--- src/rtl/conv_pkg.sv ---
// Shared defaults, state encoding and helpers for the convolution-array feeder.
package conv_pkg;

  localparam int DEF_DATA_W = 8;
  localparam int DEF_TAPS   = 4;
  localparam int DEF_LEN_W  = 16;

  typedef enum logic [1:0] {
    IDLE,
    LOAD_W,
    STREAM,
    FLUSH
  } conv_state_e;

  // A one-tap array still needs a 1-bit index.
  function automatic int tap_idx_w(input int taps);
    return (taps <= 1) ? 1 : $clog2(taps);
  endfunction

endpackage

--- src/rtl/conv_feeder_if.sv ---
// Control, weight, sample and array-side signals of the convolution feeder.
interface conv_feeder_if
  import conv_pkg::*;
#(
  parameter int DATA_W = DEF_DATA_W,
  parameter int TAPS   = DEF_TAPS,
  parameter int LEN_W  = DEF_LEN_W
) ();

  logic                   start;
  logic [LEN_W-1:0]       num_samples;
  logic                   w_valid;
  logic [DATA_W-1:0]      w_data;
  logic                   w_ready;
  logic                   s_valid;
  logic [DATA_W-1:0]      s_data;
  logic                   s_ready;
  logic [DATA_W-1:0]      x_out;
  logic                   x_valid;
  logic [TAPS*DATA_W-1:0] weights;
  logic                   busy;
  logic                   done;

  modport master (
    output start, num_samples, w_valid, w_data, s_valid, s_data,
    input  w_ready, s_ready, x_out, x_valid, weights, busy, done
  );

  modport slave (
    input  start, num_samples, w_valid, w_data, s_valid, s_data,
    output w_ready, s_ready, x_out, x_valid, weights, busy, done
  );

endinterface

--- src/rtl/conv_weight_bank.sv ---
// Register bank holding one filter weight per PE; written one tap at a time.
module conv_weight_bank
  import conv_pkg::*;
#(
  parameter int DATA_W = DEF_DATA_W,
  parameter int TAPS   = DEF_TAPS,
  localparam int IDX_W = tap_idx_w(TAPS)
) (
  input  logic                   clk,
  input  logic                   rst_n,
  input  logic                   we,
  input  logic [IDX_W-1:0]       idx,
  input  logic [DATA_W-1:0]      wdata,
  output logic [TAPS*DATA_W-1:0] weights
);

  logic [DATA_W-1:0] bank_q [TAPS];
  logic [DATA_W-1:0] bank_d [TAPS];

  always_comb begin
    bank_d = bank_q;
    for (int k = 0; k < TAPS; k++) begin
      if (we && (int'(idx) == k)) bank_d[k] = wdata;
    end
  end

  // NOTE: this bank is a few flops rather than a RAM, so it is cleared on reset;
  // an aborted frame must never leave stale taps driving the array.
  always_ff @(posedge clk or negedge rst_n) begin
    if (!rst_n) bank_q <= '{default: '0};
    else        bank_q <= bank_d;
  end

  for (genvar k = 0; k < TAPS; k++) begin : g_out
    assign weights[k*DATA_W +: DATA_W] = bank_q[k];
  end

endmodule

--- src/rtl/conv_feeder.sv ---
// Feeds a systolic convolution array: loads TAPS weights, streams a frame of
// samples onto x, then appends TAPS-1 zero beats to drain the partial sums.
module conv_feeder
  import conv_pkg::*;
#(
  parameter int DATA_W = DEF_DATA_W,
  parameter int TAPS   = DEF_TAPS,
  parameter int LEN_W  = DEF_LEN_W
) (
  input logic         clk,
  input logic         rst_n,
  conv_feeder_if.slave bus
);

  localparam int IDX_W   = tap_idx_w(TAPS);
  localparam bit ONE_TAP = (TAPS == 1);

  conv_state_e       state_q, state_d;
  logic [LEN_W-1:0]  len_q, len_d;
  logic [LEN_W-1:0]  scnt_q, scnt_d;
  logic [IDX_W-1:0]  wcnt_q, wcnt_d;
  logic [IDX_W-1:0]  fcnt_q, fcnt_d;
  logic [DATA_W-1:0] x_out_q, x_out_d;
  logic              x_valid_q, x_valid_d;
  logic              done_q, done_d;

  logic w_ready, s_ready, w_hs, s_hs;
  logic last_w, last_s, last_f;
  logic [TAPS*DATA_W-1:0] weights;

  assign w_ready = (state_q == LOAD_W);
  assign s_ready = (state_q == STREAM);
  assign w_hs    = bus.w_valid && w_ready;
  assign s_hs    = bus.s_valid && s_ready;
  assign last_w  = (int'(wcnt_q) == TAPS - 1);
  // Counting up to len-1 keeps a full-scale length from needing an extra bit.
  assign last_s  = (scnt_q == len_q - LEN_W'(1));
  assign last_f  = (int'(fcnt_q) == TAPS - 2);

  // NOTE: every _d gets its hold value first, so no path through the case
  // leaves a signal unassigned and no latch is inferred.
  always_comb begin
    state_d   = state_q;
    len_d     = len_q;
    scnt_d    = scnt_q;
    wcnt_d    = wcnt_q;
    fcnt_d    = fcnt_q;
    x_out_d   = x_out_q;
    x_valid_d = 1'b0;
    done_d    = 1'b0;

    unique case (state_q)
      IDLE: begin
        if (bus.start) begin
          state_d = LOAD_W;
          len_d   = bus.num_samples;
          wcnt_d  = '0;
        end
      end

      LOAD_W: begin
        if (w_hs) begin
          wcnt_d = wcnt_q + IDX_W'(1);
          if (last_w) begin
            wcnt_d = '0;
            scnt_d = '0;
            fcnt_d = '0;
            if (len_q != '0) begin
              state_d = STREAM;
            end else if (ONE_TAP) begin
              state_d = IDLE;
              done_d  = 1'b1;
            end else begin
              state_d = FLUSH;
            end
          end
        end
      end

      STREAM: begin
        if (s_hs) begin
          x_out_d   = bus.s_data;
          x_valid_d = 1'b1;
          scnt_d    = scnt_q + LEN_W'(1);
          if (last_s) begin
            scnt_d = '0;
            if (ONE_TAP) begin
              state_d = IDLE;
              done_d  = 1'b1;
            end else begin
              state_d = FLUSH;
            end
          end
        end
      end

      FLUSH: begin
        x_out_d   = '0;
        x_valid_d = 1'b1;
        fcnt_d    = fcnt_q + IDX_W'(1);
        if (last_f) begin
          fcnt_d  = '0;
          state_d = IDLE;
          done_d  = 1'b1;
        end
      end

      default: state_d = IDLE;
    endcase
  end

  // NOTE: sequential state uses non-blocking assignments so every flop samples
  // the pre-edge values regardless of statement order.
  always_ff @(posedge clk or negedge rst_n) begin
    if (!rst_n) begin
      state_q   <= IDLE;
      len_q     <= '0;
      scnt_q    <= '0;
      wcnt_q    <= '0;
      fcnt_q    <= '0;
      x_out_q   <= '0;
      x_valid_q <= 1'b0;
      done_q    <= 1'b0;
    end else begin
      state_q   <= state_d;
      len_q     <= len_d;
      scnt_q    <= scnt_d;
      wcnt_q    <= wcnt_d;
      fcnt_q    <= fcnt_d;
      x_out_q   <= x_out_d;
      x_valid_q <= x_valid_d;
      done_q    <= done_d;
    end
  end

  conv_weight_bank #(
    .DATA_W (DATA_W),
    .TAPS   (TAPS)
  ) u_bank (
    .clk     (clk),
    .rst_n   (rst_n),
    .we      (w_hs),
    .idx     (wcnt_q),
    .wdata   (bus.w_data),
    .weights (weights)
  );

  assign bus.w_ready = w_ready;
  assign bus.s_ready = s_ready;
  assign bus.x_out   = x_out_q;
  assign bus.x_valid = x_valid_q;
  assign bus.weights = weights;
  assign bus.busy    = (state_q != IDLE);
  assign bus.done    = done_q;

endmodule
--- src/flat_wrapper.sv ---
// flat-port wrapper written by rule: the top's interface ports become plain ports
module conv_feeder_flat import conv_pkg::*;
#(
  parameter int DATA_W = DEF_DATA_W,
  parameter int TAPS   = DEF_TAPS,
  parameter int LEN_W  = DEF_LEN_W
)
  (clk, rst_n, bus_start, bus_num_samples, bus_w_valid, bus_w_data, bus_s_valid, bus_s_data, bus_w_ready, bus_s_ready, bus_x_out, bus_x_valid, bus_weights, bus_busy, bus_done);
  conv_feeder_if #(.DATA_W(DATA_W), .TAPS(TAPS), .LEN_W(LEN_W)) bus_i ();
  input logic clk;
  input logic rst_n;
  input wire logic [$bits(bus_i.start)-1:0] bus_start;
  input wire logic [$bits(bus_i.num_samples)-1:0] bus_num_samples;
  input wire logic [$bits(bus_i.w_valid)-1:0] bus_w_valid;
  input wire logic [$bits(bus_i.w_data)-1:0] bus_w_data;
  input wire logic [$bits(bus_i.s_valid)-1:0] bus_s_valid;
  input wire logic [$bits(bus_i.s_data)-1:0] bus_s_data;
  output wire logic [$bits(bus_i.w_ready)-1:0] bus_w_ready;
  output wire logic [$bits(bus_i.s_ready)-1:0] bus_s_ready;
  output wire logic [$bits(bus_i.x_out)-1:0] bus_x_out;
  output wire logic [$bits(bus_i.x_valid)-1:0] bus_x_valid;
  output wire logic [$bits(bus_i.weights)-1:0] bus_weights;
  output wire logic [$bits(bus_i.busy)-1:0] bus_busy;
  output wire logic [$bits(bus_i.done)-1:0] bus_done;
  assign bus_i.start = bus_start;
  assign bus_i.num_samples = bus_num_samples;
  assign bus_i.w_valid = bus_w_valid;
  assign bus_i.w_data = bus_w_data;
  assign bus_i.s_valid = bus_s_valid;
  assign bus_i.s_data = bus_s_data;
  assign bus_w_ready = bus_i.w_ready;
  assign bus_s_ready = bus_i.s_ready;
  assign bus_x_out = bus_i.x_out;
  assign bus_x_valid = bus_i.x_valid;
  assign bus_weights = bus_i.weights;
  assign bus_busy = bus_i.busy;
  assign bus_done = bus_i.done;
  conv_feeder #(.DATA_W(DATA_W), .TAPS(TAPS), .LEN_W(LEN_W)) u_core (.clk(clk), .rst_n(rst_n), .bus(bus_i));
endmodule
--- config.mk ---
export PLATFORM = sky130hd
export DESIGN_NAME = conv_feeder_flat
export DESIGN_NICKNAME = d
export VERILOG_FILES = /design/src/rtl/conv_pkg.sv /design/src/rtl/conv_feeder_if.sv /design/src/rtl/conv_weight_bank.sv /design/src/rtl/conv_feeder.sv /design/src/flat_wrapper.sv
export SDC_FILE = /design/constraint.sdc
export NUM_CORES = 1
export LEC_CHECK = 0
export BUFFER_PORTS_ARGS = -buffer_cell sky130_fd_sc_hd__buf_2
export CORE_MARGIN = 2
export CORE_UTILIZATION = 52
export CTS_BUF_LIST = sky130_fd_sc_hd__clkbuf_8
export CTS_CLUSTER_SIZE = 40
export DETAILED_ROUTE_END_ITERATION = 16
export PLACE_DENSITY = 0.76
export SYNTH_ARGS = -nofsm -noshare
export SYNTH_HDL_FRONTEND = slang
export SYNTH_SLANG_ARGS = --single-unit
--- constraint.sdc ---
create_clock -name clk -period 3.2 [get_ports clk]
set_clock_uncertainty 0.1 [all_clocks]
set_input_delay 0.8 -clock clk [delete_from_list [all_inputs] [get_ports clk]]
set_output_delay 0.8 -clock clk [all_outputs]
set_load 0.05 [all_outputs]
After elaboration in Yosys (flattened, before gate mapping):

Index checks and enable logic that the tools add are counted.

* register bits after elaboration: 80
* bits in latches: 0
* RAM bits: 0
* memory bits (read-only): 0
* input bits: 37
* output and inout bits: 45
* logic and storage cells: 77
* memories kept: 0

* $add $sub $neg: 4
* multiply operators: 0
* divide/modulo/power cells: 0
* order comparisons: 0
* eq/ne operators: 14
* shift operators: 0
* mux-type cells: 27
* bitwise logic cells: 0
* reduce and logical (&&, ||, !) cells: 20

Operators by type and width (number)
* 2-to-1 mux 16 bit: 4
* case mux 16 bit (2 select lines): 1
* 2-to-1 mux 2 bit: 12
* adder 16 x 1 -> 16 bit (second input constant): 1
* == test 16 bit: 1
* case mux 8 bit (2 select lines): 1
* nonzero test 16 bit: 1
* subtractor 16 x 1 -> 16 bit (second input constant): 1
* == test 2 bit (second input constant): 5
* != test 2 bit (second input constant): 5
* nonzero test 2 bit: 5
* 2-to-1 mux 8 bit: 1
* case mux 2 bit (2 select lines): 2
* case mux 2 bit (4 select lines): 1
* logical AND 1 bit: 6
* AND reduction 3 bit: 2
* AND reduction 6 bit: 1
* adder 2 x 1 -> 2 bit (second input constant): 2
* == test 2 x 1 -> 1 bit (second input constant): 2
* logical NOT 2 bit: 2
* 2-to-1 mux 1 bit: 4
* AND reduction 2 bit: 2
* AND reduction 4 bit: 1
* != test 2 x 1 -> 1 bit (second input constant): 1
* case mux 1 bit (2 select lines): 1

Logic depth before layout (Yosys ltp):

Gate-level depths: netlist of the first run.

* depth in word-level cells: 5
* depth in mapped cells: 12
* mapped depth without buffers: 9

Modules after synthesis:

From an unflattened synthesis of the first run, not the netlist that was laid out.

* cell total of the unflattened synthesis: 368
* area total of the unflattened synthesis: 4199.0 um^2

By module, submodules not included
* conv_feeder: times used 1, cells each 300, area each 2986.6 um^2, sequential area each 1201.2 um^2
* conv_weight_bank: times used 1, cells each 68, area each 1212.4 um^2, sequential area each 800.8 um^2

Worst setup path after synthesis of the first run:

OpenSTA, ideal clock, no wires.

* path kind: reg-to-reg
* start: register u_core.len_q[0]
* end: register u_core.state_q[1]
* setup time: 128 ps
* arrival: 2703 ps
* required time: 2972 ps
* slack: 269 ps
* cell stages (with the launch flop): 10
* buffers on the path: 2
* period minus slack after synthesis: 2931 ps
* cell sequence: dfrtp_1 -> buf_6 -> or4_4 -> or3_1 -> a21oi_1 -> a31oi_1 -> or4_1 -> buf_6 -> a21oi_1 -> mux2_1

* word-level cells in the longest chain between the ends: 4

RTL lines
* from (decl): line conv_feeder.sv:19 `logic [LEN_W-1:0] len_q, len_d;`
* from (signal assigned): line conv_feeder.sv:126 `len_q <= len_d;`
* subtractor 16 x 1 -> 16 bit: line conv_feeder.sv:37 `assign last_s = (scnt_q == len_q - LEN_W'(1));`
* == test 16 bit: line conv_feeder.sv:37
* != test 2 bit (no line)
* AND reduction 6 bit (no line)
* to (signal assigned): line conv_feeder.sv:125 `state_q <= state_d;`
* to (decl): line conv_feeder.sv:18 `conv_state_e state_q, state_d;`

No other way between the ends.
A chain may end at the register's enable or synchronous reset.

Worst setup path in the final report of the first run:

* start: register u_core.len_q[1]
* end: register u_core.state_q[1]

The elaborated chain is that of the path after synthesis.

==> results of run 1 <==
[layout make-up]
type	count	share of cell area
sequential	80	0.416
multi-input combinational	268	0.407
timing repair buffer	89	0.0973
tap	102	0.0265
clock buffer	9	0.0258
clock inverter	7	0.0174
inverter	12	0.00937
[metal layers]
| metal | vias to the layer above | part of all wire |
|---|---|---|
| met5 | - | 0 |
| met4 | 0 | 0.022 |
| met3 | 16 | 0.050 |
| met2 | 81 | 0.49 |
| met1 | 1533 | 0.44 |
| li1 | 1510 | - |
[power by group through the flow]
| stage | clock, mW | combinational (mW) | sequential (mW) |
|---|---|---|---|
| after floorplan | 0 | 1.22 | 2.34 |
| after global placement | 0 | 2.37 | 1.67 |
| after detailed placement | 0 | 2.43 | 1.70 |
| after CTS | 0.815 | 2.43 | 1.68 |
| after global routing | 0.853 | 2.61 | 1.74 |
| final | 0.791 | 2.42 | 1.69 |
[worst paths after layout]
| check | startpoint | to | slack [ps] | cells past startpoint |
|---|---|---|---|---|
| worst max-delay path | u_core.len_q[1]$_DFFE_PN0P_ | u_core.state_q[1]$_DFFE_PN0P_ | 270 | 9 |
| worst min-delay path | u_core.fcnt_q[0]$_DFFE_PN0P_ | u_core.fcnt_q[0]$_DFFE_PN0P_ | 400 | 1 |
| worst max register to register | u_core.len_q[1]$_DFFE_PN0P_ | u_core.state_q[1]$_DFFE_PN0P_ | 270 | 9 |
| worst min register to register | u_core.fcnt_q[0]$_DFFE_PN0P_ | u_core.fcnt_q[0]$_DFFE_PN0P_ | 400 | 1 |
| max in group asynchronous | rst_n | u_core.fcnt_q[1]$_DFFE_PN0P_ | 1860 | 1 |
| min in group asynchronous | rst_n | u_core.len_q[5]$_DFFE_PN0P_ | 490 | 1 |
[registers in the layout (all words and copies together) (netlist names)]
signal / cells
u_core.bus.x_valid: 1
u_core.bus.x_out: 8
u_core.scnt_q: 16
u_core.bus.done: 1
u_core.wcnt_q: 2
u_core.u_bank.weights: 32
u_core.state_q: 2
u_core.len_q: 16
u_core.fcnt_q: 2
[cells in the final DEF, fill, tap and decap left out, types with 4 or more instances in the layout]
cell      count
dfrtp_1      80
buf_2        80
nor2b_1      10
mux2_2       48
ha_1         10
inv_1        12
nor2_1       30
nor4_1        5
a21oi_1      13
nand4_1       9
inv_6         4
xnor2_1      18
clkbuf_8      9
or3_1         4
o21ai_0      18
and3_1        6
xor2_1       11
nor3_1        6
nand2_1      25
nand3_1       9
a31oi_1       4
buf_4         9
[worst max-delay path, delay by kind of cell, from the launching register on]
| family | cells | cell delay, ps |
|---|---|---|
| simple gates | 3 | 1090 |
| compound gates | 3 | 520 |
| flops | 1 | 460 |
| mux | 1 | 330 |
| fa+ha+maj | 1 | 220 |
| buf+inv | 1 | 80 |
[repair_timing]
item / CTS / global route
resized for setup: 0 / 2
setup endpoints to repair: 0 / 15
hold endpoints to repair: 0 / 0
[cells by family after synthesis]
group           Yosys count  synth area share
compound gates           60            0.0977
xor+xnor                 29            0.0620
fa+ha+maj                10            0.0305
buf+inv                  29            0.0351
flops                    80             0.489
mux                      51             0.140
simple gates            118             0.146
[per-stage QoR]
stage | setup WS [ps] | total power, mW | area (um2) | utilization
floorplan | 269 | 3.56 | 4100 | -
global placement | 229 | 4.04 | 4590 | 0.597
detailed placement | 153 | 4.13 | 4590 | 0.597
CTS | 114 | 4.93 | 4800 | 0.625
global route | 44.1 | 5.21 | 4810 | 0.626
finish | 271 | 4.90 | 4810 | 0.626
==> out/metrics.yaml, run 1 <==
global_route:
  grt_pass1_wl_mm: 14.7
  grt_pass1_vias: 3157
  track_usage: 0.217
  grtUsageMet2: 0.348
  overflow: 0
  grt_use_met1: 0.282
  antenna_found_initial: 0
  gr-max-usage-layer: "met2"
  grt_max_degree: 81
  met3_usage: 0.0464
logic_synthesis:
  synth.avg_cell_area_um2: 10.9
  synth_top_flop_cell: "dfrtp_1"
  async_flop_share: 1.00
  synthesis.instances: 377
  yosysMostFrequentCell: "dfrtp_1"
  synth_top_area_share: 0.489
  yosysWarningCount: 0
  ys_seq_area_frac: 0.489
  yosysUniqueCellTypes: 50
  syn-num-nets: 424
  ys_seq_elements: 80
  synth_edf_count: 0
  synth_area_leader_cell: "dfrtp_1"
  synthTopCellsByArea: "dfrtp_1, mux2_2, xnor2_1"
  syn_area_mm2: 0.00410
  synth_common_cells: "dfrtp_1, mux2_2, nor2_1"
final_layout:
  ff_latch_area_mm2: 0.00200
  layoutNonFillerInstCount: 567
  nets: 507
  multi_input_area_mm2: 0.00196
  fillers: 638
  antenna_cells: 0
  drive_gt1_frac: 0.348
  area_growth_pct: 17.4
worst_setup_path:
  crit_slowest_cell: "or4_4"
  endpoint_kind: "register"
  cp_slowest_stage_delay_ps: 580
  start_kind: "register"
  cp.arrival_ps: 3070
  required_ps: 3340
  criticalPathCategory: "register to register"
  worstPathMaxFanout: 8
  cp_cell_sequence: "inv_1, ha_1, nor3b_2, a41oi_1, nor4_1, o311ai_0, or4_4, a21oi_1, mux2_1"
die:
  die_h_um: 92.8
  die_x_um: 92.8
  dieArea_mm2: 0.00860
  initial_core_util: 0.533
  core_mm2: 0.00769
  fp-row-count: 32
  io_pins: 82
clock_tree:
  cts.sinks: 80
  clk_pin_slew_ps: 90
  clk_latency_ps: 360
  cts_tree: "yes"
  root_buffer: "clkbuf_8"
  hold_buffers: 0
  clockBufferDepth: 2
  post_cts_buffers: 0
  numCtsBuffers: 9
  htreeDepth: 3
timing:
  tns_ps: 0
  setup_viol_count_final: 0
  fmax_ghz: 0.341
  period_share: 0.915
  final_hold_viol_count: 0
  slew_headroom: 0.335
  fin_hold_ws_ps: 405
  slew_viol_final: 0
  period_needed_ps: 2930
  rsz0062_at_grt: "no"
  worstMarginPinSlew_ps: 998
routing:
  wl_per_cell_um: 15.2
  routed_via_density: 5.54
  num_vias: 3140
  route.detailed.drc: 0
  wl_mm: 8.62
  drtAntennaViolNets: 0
  drt_pass1_iterations: 4
  drtIter0Drc: 180
placed_design:
  placed_cells: 551
  hpwl_mm: 6.21
  place.gp.congestion: 0.884
  numPortBuffers: 81
pwr:
  internal_power_mw: 2.59
  p_clk_frac: 0.161
  seq_power_share: 0.345
  powerDensity_mw_per_mm2: 1020
  combPwrFrac: 0.494
  p_leak_nw: 2.26
  power_switching_mw: 2.31
  peakVddDrop_v: 0.000815
  switching_share: 0.472
job:
  timing.max_cap.violations: 0
hold_path:
  hold_path.class: "register to register"
outcome:
  status: "complete, no violations"
No activity file was read; power rests on OpenSTA's default activity.
==> inputs of run 2 (changes only) <==
--- a/config.mk
+++ b/config.mk
@@ -5,8 +5,9 @@
 export SDC_FILE = /design/constraint.sdc
 export NUM_CORES = 1
 export LEC_CHECK = 0
+export ABC_AREA = 1
 export BUFFER_PORTS_ARGS = -buffer_cell sky130_fd_sc_hd__buf_2
-export CORE_MARGIN = 2
+export CORE_MARGIN = 5
 export CORE_UTILIZATION = 52
 export CTS_BUF_LIST = sky130_fd_sc_hd__clkbuf_8
 export CTS_CLUSTER_SIZE = 40
==> run 2 against run 1 <==
Area after synthesis rose by 2.8%; via count rose by 11%; die area rose by 16%; clock power fell by 6.4%; worst setup slack improved by 350 ps; wire length rose by 8.1%; worst hold slack got worse by 28 ps; sequential power rose by 4%; critical path type is now register to output pin.
==> out/metrics.yaml, run 2 <==
logic_synthesis:
  async_flop_share: 1.00  # unchanged
  yosysUniqueCellTypes: 37  # -26%
  synth_edf_count: 0  # unchanged
  yosysMostFrequentCell: "nand2_1"
  synthTopCellsByArea: "dfrtp_1, nand2_1, o21ai_0"
  synth_top_area_share: 0.475  # -0.0135
  syn_area_mm2: 0.00421  # +2.8%
  synth_top_flop_cell: "dfrtp_1"
  yosysWarningCount: 0  # unchanged
  ys_seq_area_frac: 0.475  # -0.0135
  synth.avg_cell_area_um2: 8.53  # -22%
  syn-num-nets: 541  # +28%
  synthesis.instances: 494  # +31%
  ys_seq_elements: 80  # unchanged
  synth_common_cells: "nand2_1, dfrtp_1, inv_1"
  synth_area_leader_cell: "dfrtp_1"
timing:
  setup_viol_count_final: 0  # unchanged
  slew_headroom: 0.330  # -0.00467
  final_hold_viol_count: 0  # unchanged
  worstMarginPinSlew_ps: 1010  # +7.01 ps
  period_needed_ps: 2580  # -347 ps
  rsz0062_at_grt: "no"
  fin_hold_ws_ps: 377  # -28.0 ps
  slew_viol_final: 0  # unchanged
  fmax_ghz: 0.387  # +13%
  tns_ps: 0  # unchanged
  period_share: 0.807  # -0.108
clock_tree:
  numCtsBuffers: 9  # unchanged
  cts_resized: 0  # unchanged
  hold_buffers: 0  # unchanged
  root_buffer: "clkbuf_8"
  cts.sinks: 80  # unchanged
  clk_pin_slew_ps: 80  # about the same
  clockBufferDepth: 2  # unchanged
  post_cts_buffers: 0  # unchanged
  cts_tree: "yes"
  htreeDepth: 3  # unchanged
  clk_latency_ps: 350  # about the same
worst_setup_path:
  endpoint_kind: "output pin"
  required_ps: 2300  # -1040 ps
  criticalPathCategory: "register to output pin"
  cp_cell_sequence: "inv_1, ha_1, buf_2"
  worstPathMaxFanout: 11  # +3
  cp.arrival_ps: 1680  # -1390 ps
  crit_slowest_cell: "ha_1"
  start_kind: "register"
  cp_slowest_stage_delay_ps: 430  # -150 ps
  critPathTopFamily: "buffers and inverters"
  worstPathBufferInverterCount: 2  # +1
pwr:
  seq_power_share: 0.346  # about the same
  p_clk_frac: 0.146  # -0.015
  combPwrFrac: 0.508  # +0.014
  total_power_mw: 5.07  # +3.6%
  peakVddDrop_v: 0.000676  # -17%
  power_switching_mw: 2.61  # +13%
  powerDensity_mw_per_mm2: 1040  # +2.0%
  internal_power_mw: 2.47  # -4.6%
  switching_share: 0.514  # +0.0416
  p_leak_nw: 2.50  # +11%
final_layout:
  stdcell_area_mm2: 0.00488  # +1.5%
  layout_commonest_cell: "nand2_1"
  drive_gt1_frac: 0.250  # -0.0980
  area_growth_pct: 15.9
  fillers: 681  # +6.7%
  largest_register_ff_count: 32  # unchanged
  nets: 621  # +22%
  antenna_cells: 0  # unchanged
  layout_common_cells: "nand2_1, buf_2, dfrtp_1, inv_1, o21ai_0"
die:
  die_x_um: 100  # +7.8%
  dieArea_mm2: 0.0100  # +16%
  io_pins: 82  # unchanged
  fp-row-count: 32  # unchanged
  initial_core_util: 0.540  # +0.00671
  die_h_um: 100  # +7.8%
  core_mm2: 0.00781  # +1.6%
routing:
  routed_via_density: 5.11  # -7.8%
  routed-wl-met2_mm: 4.41  # +5.4%
  drt_pass1_iterations: 5  # +1
  wl_mm: 9.32  # +8.1%
  top_layer: "met4"
  wl_met3_um: 676  # +56%
  num_vias: 3478  # +11%
  drtAntennaViolNets: 0  # unchanged
  drt-met1-wl_mm: 4.09  # +7.2%
  route.detailed.drc: 0  # unchanged
  wl_per_cell_um: 13.7  # -10%
  drtIter0Drc: 165  # -8.3%
global_route:
  grt_pass1_vias: 3431  # +8.7%
  grt_max_degree: 81  # unchanged
  antenna_found_initial: 0  # unchanged
  grt_pass1_wl_mm: 15.8  # +8.0%
  track_usage: 0.196  # -0.0203
  overflow: 0  # unchanged
placed_design:
  numPortBuffers: 81  # unchanged
  place.gp.congestion: 0.922  # +4.3%
  placed_area_mm2: 0.00469  # +2.0%
  hpwl_mm: 7.06  # +14%
hold_path:
  hold_path.class: "register to register"
job:
  timing.max_cap.violations: 0  # unchanged
outcome:
  status: "complete, no violations"
-- run 2: worst paths after layout --
check,endpoint,slack (ps),startpoint,depth (start not counted)
worst max-delay path,bus_w_ready,620,u_core.state_q[1]$_DFFE_PN0P_,3
worst min-delay path,u_core.bus.done$_DFF_PN0_,380,u_core.fcnt_q[0]$_DFFE_PN0P_,1
worst max register to register,u_core.scnt_q[15]$_DFFE_PN0P_,810,u_core.state_q[1]$_DFFE_PN0P_,9
worst min register to register,u_core.bus.done$_DFF_PN0_,380,u_core.fcnt_q[0]$_DFFE_PN0P_,1
max in group asynchronous,u_core.len_q[11]$_DFFE_PN0P_,1840,rst_n,1
min in group asynchronous,u_core.len_q[3]$_DFFE_PN0P_,490,rst_n,1
-- run 2: worst register-to-register path, stage by stage, from the launching register on --
cell and delay [ps]:
dfrtp_1 420, inv_1 130, ha_1 430, nand2_1 100
nand2_1 100, inv_1 50, nand2_2 130, clkinv_1 310
buf_4 300, a21boi_0 220
-- run 2: routing by layer --
| layer | GRT usage | vias to the layer above |
|---|---|---|
| met5 | 0 | - |
| met4 | 0.0549 | 0 |
| met3 | 0.0605 | 13 |
| met2 | 0.318 | 94 |
| met1 | 0.256 | 1641 |
| li1 | - | 1730 |
-- run 2: final cells by class --
class,count,area [um2],share of cell area
multi-input cells,339,1910,0.391
repair buffers,82,415,0.0851
clock inverters,7,71.3,0.0146
flip-flops and latches,80,2000,0.410
well taps,102,128,0.0261
clock buffers,9,124,0.0254
inverters,62,233,0.0477
-- run 2: cells by family after synthesis --
kind of cell | share of synthesized area
AO/OA/AOI/OAI | 0.106
XOR/XNOR | 0.0541
adder cells (fa/ha/maj) | 0.0297
buffers and inverters | 0.0716
flip-flops | 0.475
multiplexers | 0.0294
AND/OR/NAND/NOR | 0.234
-- run 2: power groups by stage --
| stage | Sequential (mW) | Combinational [mW] | Clock, mW |
|---|---|---|---|
| 2_1_floorplan | 2.48 | 1.26 | 0 |
| 3_3_place_gp | 1.75 | 2.52 | 0 |
| 3_5_place_dp | 1.76 | 2.60 | 0 |
| 4_1_cts | 1.75 | 2.60 | 0.757 |
| 5_1_grt | 1.81 | 2.83 | 0.805 |
| 6_report | 1.75 | 2.58 | 0.740 |
-- run 2: metrics by stage --
stage	std cells	utilization	setup slack, ps
6_report	681	0.625	618
5_1_grt	681	0.625	530
3_3_place_gp	665	0.600	936
3_5_place_dp	665	0.600	844
2_1_floorplan	494	-	773
4_1_cts	681	0.625	612
==> inputs of run 3 (changes only) <==
--- a/config.mk
+++ b/config.mk
@@ -5,7 +5,7 @@
 export SDC_FILE = /design/constraint.sdc
 export NUM_CORES = 1
 export LEC_CHECK = 0
-export ABC_AREA = 1
+export ABC_AREA = 0
 export BUFFER_PORTS_ARGS = -buffer_cell sky130_fd_sc_hd__buf_2
 export CORE_MARGIN = 5
 export CORE_UTILIZATION = 52
==> constraint.sdc (replaced) <==
create_clock -name clk -period 2.5 [get_ports clk]
set_clock_uncertainty 0.1 [all_clocks]
set_input_delay 0.625 -clock clk [delete_from_list [all_inputs] [get_ports clk]]
set_output_delay 0.625 -clock clk [all_outputs]
set_load 0.05 [all_outputs]
==> run 3 against run 2 <==
The flow now finishes with violations (negative setup slack); clock power up 53%; die area down 2.5%; global-route usage up 1.5 points; largest power group unchanged.
==> out/metrics.yaml, run 3 (same netlist as run 1, synthesis figures left out) <==
timing:
  final_hold_viol_count: 0  # unchanged
  period_share: 1.11
  final.setup.worst_slack_ps: -270  # -888 ps
  slew_viol_final: 0  # unchanged
  rsz0062_at_grt: "yes"
  setup_viol_count_final: 18  # +18
  slew_headroom: 0.617  # +0.288
  worstMarginPinSlew_ps: 559  # -446 ps
  fmax_ghz: 0.361
  period_needed_ps: 2770
pwr:
  powerDensity_mw_per_mm2: 1320  # +27%
  combPwrFrac: 0.535  # +0.027
  internal_power_mw: 3.75  # +52%
  peakVddDrop_v: 0.00101  # +50%
  p_clk_frac: 0.163  # +0.017
  power_switching_mw: 3.15  # +21%
  switching_share: 0.456  # -0.0576
  seq_power_share: 0.302  # -0.044
  p_leak_nw: 2.49  # -0.60%
  total_power_mw: 6.90  # +36%
final_layout:
  drive_gt1_frac: 0.426  # +0.176
  fillers: 641  # -5.9%
  area_growth_pct: 28.1
  layout_common_cells: "dfrtp_1, buf_2, mux2_2, buf_4, nor2_1"
  largest_register_ff_count: 32  # unchanged
  nets: 549  # -12%
  stdcell_area_mm2: 0.00525  # +7.5%
  layout_commonest_cell: "dfrtp_1"
  antenna_cells: 0  # unchanged
routing:
  wl_mm: 9.87  # +5.9%
  wl_per_cell_um: 16.2  # +18%
  drtIter0Drc: 174  # +5.5%
  route.detailed.drc: 0  # unchanged
  num_vias: 3311  # -4.8%
  drtAntennaViolNets: 0  # unchanged
  drt_pass1_iterations: 4  # -1
  routed_via_density: 5.44  # +6.5%
global_route:
  grtUsageMet2: 0.357  # +0.0393
  overflow: 0  # unchanged
  grt_pass1_wl_mm: 16.7  # +5.3%
  antenna_found_initial: 0  # unchanged
  track_usage: 0.212  # +0.0152
  grt_use_met1: 0.266  # +0.00985
  grt_pass1_vias: 3510  # +2.3%
  gr-max-usage-layer: "met2"
  met3_usage: 0.0524  # -0.00809
  grt_max_degree: 50  # -38%
outcome:
  violations: "negative setup slack"
  status: "finished with violations"
placed_design:
  place.gp.congestion: 0.914  # -0.84%
  hpwl_mm: 7.15  # +1.3%
  numPortBuffers: 81  # unchanged
  placed_area_mm2: 0.00494  # +5.4%
hold_path:
  hold_path.class: "input port to async pin"
die:
  initial_core_util: 0.533  # -0.00671
  die_h_um: 98.8  # -1.3%
  die_x_um: 98.8  # -1.3%
  fp-row-count: 32  # unchanged
  dieArea_mm2: 0.00975  # -2.5%
  core_mm2: 0.00769  # -1.5%
  io_pins: 82  # unchanged
worst_setup_path:
  cp_cell_sequence: "or4_4, or3_4, a21oi_2, a31oi_1, or4_4, a21oi_4, mux2_4"
  cpMostUsedCell: "or4_4"
  required_ps: 2660  # +360 ps
  endpoint_kind: "register"
  crit_slowest_cell: "or4_4"
  cp.arrival_ps: 2930  # +1250 ps
  cp_slowest_stage_delay_ps: 600  # +170 ps
  worstPathMaxFanout: 5  # -6
  start_kind: "register"
  criticalPathCategory: "register to register"
clock_tree:
  cts.sinks: 80  # unchanged
  hold_buffers: 0  # unchanged
  root_buffer: "clkbuf_8"
  numCtsBuffers: 9  # unchanged
  clockBufferDepth: 2  # unchanged
  clk_pin_slew_ps: 90  # about the same
  htreeDepth: 3  # unchanged
  clk_latency_ps: 370  # +20 ps
  cts_tree: "yes"
job:
  timing.max_cap.violations: 0  # unchanged
==> run 3: timing repair <==
action                     4_1_cts  5_1_grt
gates cloned                     0        0
resized for setup               12        6
buffers inserted                 2        0
setup endpoints to repair       18       18
pin swaps                        6        3
==> run 3: power groups by stage <==
stage	Sequential [mW]	Clock, mW	Combinational, mW
after global placement	2.06	0	3.48
after global routing	2.15	1.21	3.97
after floorplan	2.99	0	1.60
after detailed placement	2.09	0	3.57
final	2.08	1.13	3.69
after CTS	2.08	1.15	3.68
==> run 3: layout make-up <==
class                   count  area (um2)  area share
clock buffers               9         124      0.0236
clock inverters             7         106      0.0203
inverters                  12        45.0     0.00858
multi-input cells         268        2030       0.387
flip-flops and latches     80        2000       0.381
well taps                 102         128      0.0243
repair buffers            131         815       0.155
==> run 3: path summary, 6_finish.rpt <==
| kind | start | endpoint | slack, ps | depth (start not counted) |
|---|---|---|---|---|
| setup / recovery | u_core.len_q[1]$_DFFE_PN0P_ | u_core.state_q[1]$_DFFE_PN0P_ | -270 | 7 |
| hold / removal | rst_n | u_core.len_q[5]$_DFFE_PN0P_ | 90 | 1 |
| setup reg to reg | u_core.len_q[1]$_DFFE_PN0P_ | u_core.state_q[1]$_DFFE_PN0P_ | -270 | 7 |
| hold reg to reg | u_core.u_bank.weights[4]$_DFFE_PN0P_ | u_core.u_bank.weights[4]$_DFFE_PN0P_ | 410 | 1 |
| max in group asynchronous | rst_n | u_core.u_bank.weights[12]$_DFFE_PN0P_ | 1620 | 2 |
| min in group clk | bus_num_samples[6] | u_core.len_q[6]$_DFFE_PN0P_ | 380 | 2 |
==> run 3: per-stage QoR <==
step / setup TNS, ps / cells / hold WS (ps) / worst slack [ps] / utilization
after detailed placement: -5040 / 591 / 388 / -380 / 0.643
final: -3230 / 609 / 87.0 / -270 / 0.683
after CTS: -1390 / 609 / 95.7 / -182 / 0.680
after global routing: -4590 / 609 / 119 / -378 / 0.683
after floorplan: -2030 / 377 / 229 / -254 / -
after global placement: -3940 / 591 / 379 / -319 / 0.643
==> run 3: critical path, delay by kind of cell (launching register included) <==
kind | cells | cell delay [ps]
AO/OA/AOI/OAI | 3 | 320
multiplexers | 1 | 300
flip-flops | 1 | 420
AND/OR/NAND/NOR | 3 | 1510
==> run 3: metal layers <==
metal  up-vias  wire, um
met3        16       475
li1       1581         -
met1      1635      4180
met2        79      5060
met5         -         0
met4         0       144
